===== config.mk =====
export PLATFORM = sky130hd
export DESIGN_NAME = mem_to_uart_tx
export DESIGN_NICKNAME = d
export VERILOG_FILES = /design/src/rtl/mem_to_uart_tx.sv
export SDC_FILE = /design/constraint.sdc
export NUM_CORES = 1
export LEC_CHECK = 0
export CAP_MARGIN = 20
export CELL_PAD_IN_SITES_DETAIL_PLACEMENT = 0
export CELL_PAD_IN_SITES_GLOBAL_PLACEMENT = 2
export CORE_MARGIN = 2
export CORE_UTILIZATION = 30
export CTS_BUF_LIST = sky130_fd_sc_hd__clkbuf_2 sky130_fd_sc_hd__clkbuf_4 sky130_fd_sc_hd__clkbuf_8
export CTS_CLUSTER_DIAMETER = 30
export DETAILED_ROUTE_END_ITERATION = 6
export HOLD_SLACK_MARGIN = 0.06
export PLACE_DENSITY_LB_ADDON = 0.05
export SLEW_MARGIN = 20
export SYNTH_ARGS = -nofsm -noshare
export SYNTH_HDL_FRONTEND = slang
export SYNTH_SLANG_ARGS = --single-unit

===== constraint.sdc =====
create_clock -name slow_clk -period 1.7 [get_ports slow_clk]
set_input_delay 0.34 -clock slow_clk [delete_from_list [all_inputs] [get_ports slow_clk]]
set_output_delay 0.34 -clock slow_clk [all_outputs]
set_load 0.02 [all_outputs]

===== src/rtl/mem_to_uart_tx.sv =====
// rtl/mem_to_uart_tx.sv - streams NUM_VALUES memory bytes out as 8N1 UART frames
module mem_to_uart_tx #(
    parameter int NUM_VALUES = 4,
    parameter int BASE_ADDR  = 0,
    parameter int ADDR_W     = 6,
    parameter int CNT_W      = 3
) (
    input  logic              slow_clk,
    input  logic              rst,
    input  logic              start,
    output logic              rd_en,
    output logic [ADDR_W-1:0] rd_addr,
    input  logic [7:0]        rd_data,
    output logic              tx,
    output logic              busy,
    output logic              done,
    output logic [7:0]        value,
    output logic [CNT_W-1:0]  sent_count
);

    localparam logic [2:0] S_IDLE  = 3'd0;
    localparam logic [2:0] S_FETCH = 3'd1;
    localparam logic [2:0] S_WAIT  = 3'd2;
    localparam logic [2:0] S_START = 3'd3;
    localparam logic [2:0] S_DATA  = 3'd4;
    localparam logic [2:0] S_STOP  = 3'd5;
    localparam logic [2:0] S_DONE  = 3'd6;

    localparam logic [CNT_W-1:0]  LAST_BYTE = CNT_W'(NUM_VALUES - 1);
    localparam logic [ADDR_W-1:0] BASE      = ADDR_W'(BASE_ADDR);

    logic [2:0]        state_q, state_d;
    logic [2:0]        bit_idx_q, bit_idx_d;
    logic [CNT_W-1:0]  byte_idx_q, byte_idx_d;
    logic [7:0]        shift_q, shift_d;
    logic [7:0]        value_q, value_d;
    logic [CNT_W-1:0]  sent_count_q, sent_count_d;
    logic [ADDR_W-1:0] rd_addr_q, rd_addr_d;
    logic              rd_en_q, rd_en_d;
    logic              tx_q, tx_d;
    logic              busy_q, busy_d;
    logic              done_q, done_d;

    // Next-state logic; outputs are derived from the next state so that every
    // output flop already shows the value belonging to the state being entered.
    always_comb begin
        state_d      = state_q;
        bit_idx_d    = bit_idx_q;
        byte_idx_d   = byte_idx_q;
        shift_d      = shift_q;
        value_d      = value_q;
        sent_count_d = sent_count_q;
        rd_addr_d    = rd_addr_q;

        case (state_q)
            S_IDLE: begin
                if (start) begin
                    state_d      = S_FETCH;
                    byte_idx_d   = '0;
                    sent_count_d = '0;
                end
            end
            S_FETCH: state_d = S_WAIT;
            S_WAIT: begin
                // Registered memory delivers the byte during WAIT; latch it as
                // START is entered so value changes only in START.
                state_d = S_START;
                shift_d = rd_data;
                value_d = rd_data;
            end
            S_START: begin
                state_d   = S_DATA;
                bit_idx_d = 3'd0;
            end
            S_DATA: begin
                if (bit_idx_q == 3'd7) begin
                    state_d = S_STOP;
                end else begin
                    bit_idx_d = bit_idx_q + 3'd1;
                end
            end
            S_STOP: begin
                sent_count_d = sent_count_q + CNT_W'(1);
                if (byte_idx_q == LAST_BYTE) begin
                    state_d = S_DONE;
                end else begin
                    byte_idx_d = byte_idx_q + CNT_W'(1);
                    state_d    = S_FETCH;
                end
            end
            S_DONE:  state_d = S_IDLE;
            default: state_d = S_IDLE;
        endcase

        rd_en_d = (state_d == S_FETCH);
        if (state_d == S_FETCH) begin
            // Address wraps naturally at 2^ADDR_W.
            rd_addr_d = BASE + ADDR_W'(byte_idx_d);
        end

        case (state_d)
            S_START: tx_d = 1'b0;
            S_DATA:  tx_d = shift_d[bit_idx_d];
            default: tx_d = 1'b1;
        endcase

        busy_d = (state_d != S_IDLE);
        done_d = (state_d == S_DONE);
    end

    // State and registered outputs; reset aborts immediately and idles the line.
    always_ff @(posedge slow_clk or posedge rst) begin
        if (rst) begin
            state_q      <= S_IDLE;
            bit_idx_q    <= 3'd0;
            byte_idx_q   <= '0;
            shift_q      <= 8'd0;
            value_q      <= 8'd0;
            sent_count_q <= '0;
            rd_addr_q    <= BASE;
            rd_en_q      <= 1'b0;
            tx_q         <= 1'b1;
            busy_q       <= 1'b0;
            done_q       <= 1'b0;
        end else begin
            state_q      <= state_d;
            bit_idx_q    <= bit_idx_d;
            byte_idx_q   <= byte_idx_d;
            shift_q      <= shift_d;
            value_q      <= value_d;
            sent_count_q <= sent_count_d;
            rd_addr_q    <= rd_addr_d;
            rd_en_q      <= rd_en_d;
            tx_q         <= tx_d;
            busy_q       <= busy_d;
            done_q       <= done_d;
        end
    end

    assign rd_en      = rd_en_q;
    assign rd_addr    = rd_addr_q;
    assign tx         = tx_q;
    assign busy       = busy_q;
    assign done       = done_q;
    assign value      = value_q;
    assign sent_count = sent_count_q;

endmodule


==> impl_metrics.tcl <==
set metrics [dict create \
    outcome "finished, final reports clean" \
    power_frac_seq_pct 33.9 \
    diodes 0 \
    fillers 520 \
    p_switching_mw 1.67 \
    place.gp.congestion 0.778 \
    synthFlopType "dfrtp_1" \
    ys_warn_count 0 \
    finalSetupViolCount 0 \
    critPathMaxFanout 4 \
    worstSkewPairLatency_ps 280 \
    wl_um 3640 \
    crit_family "compound AO/OA/AOI/OAI gates" \
    cts_tree "done" \
    total_power_mw 4.28 \
    die_h_um 77.2 \
    final_nets 222 \
    cap_violations 0 \
    synth_top_family_by_area "simple AND/OR/NAND/NOR gates" \
    holdCritPathClass "in -> async" \
    numPortBuffers 28 \
    cpPeakStageDelay_ps 390 \
    synth_xor_xnor_area_share_pct 0.546 \
    hold_slack_ps 398 \
    drc 0 \
    core_um2 5140 \
    dieArea_um2 5950 \
    grt_pass1_vias 1237 \
    powerDensity_nw_per_um2 1940 \
    path_class "reg -> reg" \
    worstPathRequired_ps 1890 \
    cts.sinks 35 \
    vdd_drop_max_v 0.000637 \
    synthDistinctLibCells 41 \
    syn_area_per_cell_um2 10.2 \
    hold_viol 0 \
    crit_arrival_ps 1840 \
    drt_first_pass_iters 4 \
    die_w_um 77.2 \
    register_area_um2 880 \
    track_usage_pct 13.1 \
    period_share_pct 97.0 \
    slew_violations 0 \
    cts_buffers 5 \
    routedWlPerCell_um 13.1 \
    period_needed_ps 1650 \
    antenna_found_initial 0 \
    final_core_util_pct 42.9 \
    gr-total-overflow 0 \
    crit_buf_inv 1 \
    synth.area.top_cells "dfrtp_1, nand2_1, mux4_2, ha_1, o21ai_1" \
    synth_compound_area_share_pct 14.2 \
    yosys.area.top_type_share_pct 53.0 \
    max_slew_margin_pct 65.6 \
    leakage_nw 1.05 \
    grt_max_degree 36 \
    swShare_pct 38.9 \
    p_clk_share_pct 14.0 \
    clock_skew_ps 7.18 \
    end_kind "register" \
    path_cells "ha_2 -> buf_4 -> xnor2_1 -> o32a_1 -> a211o_1 -> nand4_1 -> o311ai_1" \
    start_util_pct 31.2 \
    ant_nets 0 \
    syn_inst 158 \
    yosys-mux-area-fraction_pct 4.99 \
    top_level_ports 32 \
    grt_pass1_wl_um 6150 \
    drt-initial-drc-count 41 \
    startpoint_type "register" \
    cts_root_buf "clkbuf_8" \
    multi_input_area_um2 673 \
    dp_hpwl_um 2590 \
    vias 1287 \
    synth-simple-area-share_pct 18.2 \
    internal_power_mw 2.62 \
    async_reset_ff_share_pct 100 \
    ys_seq_elements 35 \
    synth-edff-count 0 \
    pwr-share-comb_pct 52.2 \
    rows 26 \
    synth_area_um2 1610 \
    yosysSeqAreaShare_pct 54.6 \
    synthAdderAreaFrac_pct 2.34 \
    htree_levels 2 \
    netlist.top_cell.by_area "dfrtp_1" \
    slowest_stage "dfrtp_1" \
    clock_path_buffers 2 \
    area_growth_pct 37.5 \
    vias_per_cell 4.63 \
    setup_tns_ps 0 \
    max_slew.worst_pin.slew_ps 512 \
    r2r_setup_slack_ps 50 \
    path_clk_slew_ps 70 \
    ctsHoldBuffers 0 \
    drive_gt1_share_pct 21.6 \
    fmax_ghz 0.606 \
]
[timing repair]
| item | in CTS | in global routing |
|---|---|---|
| pin swaps | 0 | 3 |
| buffers inserted | 0 | 4 |
| endpoints found under the setup margin | 2 | 3 |
| gates resized for setup | 3 | 6 |
[worst register-to-register path, delay by kind of cell, from the launching register on]
kind	cells	cell delay, ps
and+or+nand+nor	1	90
buffers and inverters	1	130
AOI/OAI and AO/OA	3	610
adders and majority gates	1	210
xor gates and xnor gates	1	130
DFF	1	390
[layout make-up]
| class | instances | share of cell area, % |
|---|---|---|
| clock buffer | 6 | 3.74 |
| clock inverter | 1 | 0.227 |
| multi-input combinational | 110 | 30.5 |
| timing repair buffer | 49 | 20.5 |
| inverter | 7 | 1.19 |
| sequential | 35 | 39.9 |
| tap | 70 | 3.97 |
[cell usage after synthesis (all sizes together), types with 2 or more instances]
cell type	instances
nand2	50
dfrtp	34
o21ai	9
inv	7
buf	6
a21oi	5
nor2	5
a32o	3
and2	3
ha	3
clkbuf	2
mux2i	2
mux4	2
nand2b	2
nor3	2
o21a	2
o22a	2
[worst paths after layout]
kind	startpoint	to	depth (start not counted)
setup / recovery	bit_idx_q[1]	tx	7
hold / removal	rst	rd_addr[0]	3
setup reg to reg	bit_idx_q[1]	tx	7
hold reg to reg	value[6]	value[6]	2
max in group asynchronous	rst	tx	3
min in group slow_clk	value[6]	value[6]	2
[registers in the layout, summed over array words and instances (netlist names)]
register and flops:
bit_idx_q 3, rd_en 1, shift_q 8, value 8, busy 1, tx 1
sent_count 3, byte_idx_q 3, state_q 3, done 1, rd_addr 3
[metrics by stage]
step / area (um^2) / instances / worst slack (ps)
2_1_floorplan: 1610 / 160 / 25.6
3_3_place_gp: 2070 / 267 / 13.7
3_5_place_dp: 2070 / 267 / -32.1
4_1_cts: 2160 / 274 / 13.8
5_1_grt: 2210 / 278 / -1.47
6_report: 2210 / 278 / 50.9
[metal layers]
metal | share of wire [%] | GRT usage (%)
met5 | 0 | 0
met4 | 1.4 | 4.29
met3 | 3.8 | 3.53
met2 | 44 | 18.6
met1 | 51 | 19.3
[cell families after synthesis]
| logic type | Yosys count |
|---|---|
| adders and majority gates | 3 |
| DFF | 35 |
| muxes | 5 |
| buffers and inverters | 15 |
| other | 1 |
| xor gates and xnor gates | 1 |
| AOI/OAI and AO/OA | 31 |
| and+or+nand+nor | 67 |
[placed cells by master (no fill, tap or decap), drive strengths merged]
cell type,Yosys,layout
nand2,50,50
dfrtp,34,34
clkdlybuf4s50,0,27
buf,6,21
o21ai,9,9
inv,7,7
clkbuf,2,6
a21oi,5,5
nor2,5,5
and2,3,3
a32o,3,3
conb,1,3
ha,3,3
o21a,2,2
nand2b,2,2
o22a,2,2
mux4,2,2
mux2i,2,2
nor3,2,2
a31o,1,1
a31oi,1,1
and2b,1,1
a21o,1,1
nand3b,1,1
nand3,1,1
nand4bb,1,1
o211ai,1,1
a21boi,1,1
mux2,1,1
xnor2,1,1
a32oi,1,1
o32a,1,1
a211o,1,1
nand4,1,1
o311ai,1,1
a22oi,1,1
clkinv,0,1
dlygate4sd2,0,1
dfstp,1,1
[power groups by stage]
stage / registers [mW] / clock network, mW / logic, mW
3_3_place_gp: 1.43 / 0 / 2.12
4_1_cts: 1.44 / 0.629 / 2.16
6_report: 1.45 / 0.599 / 2.23
5_1_grt: 1.50 / 0.674 / 2.46
2_1_floorplan: 1.60 / 0 / 1.13
3_5_place_dp: 1.45 / 0 / 2.15
(Power assumes the default switching activity.)
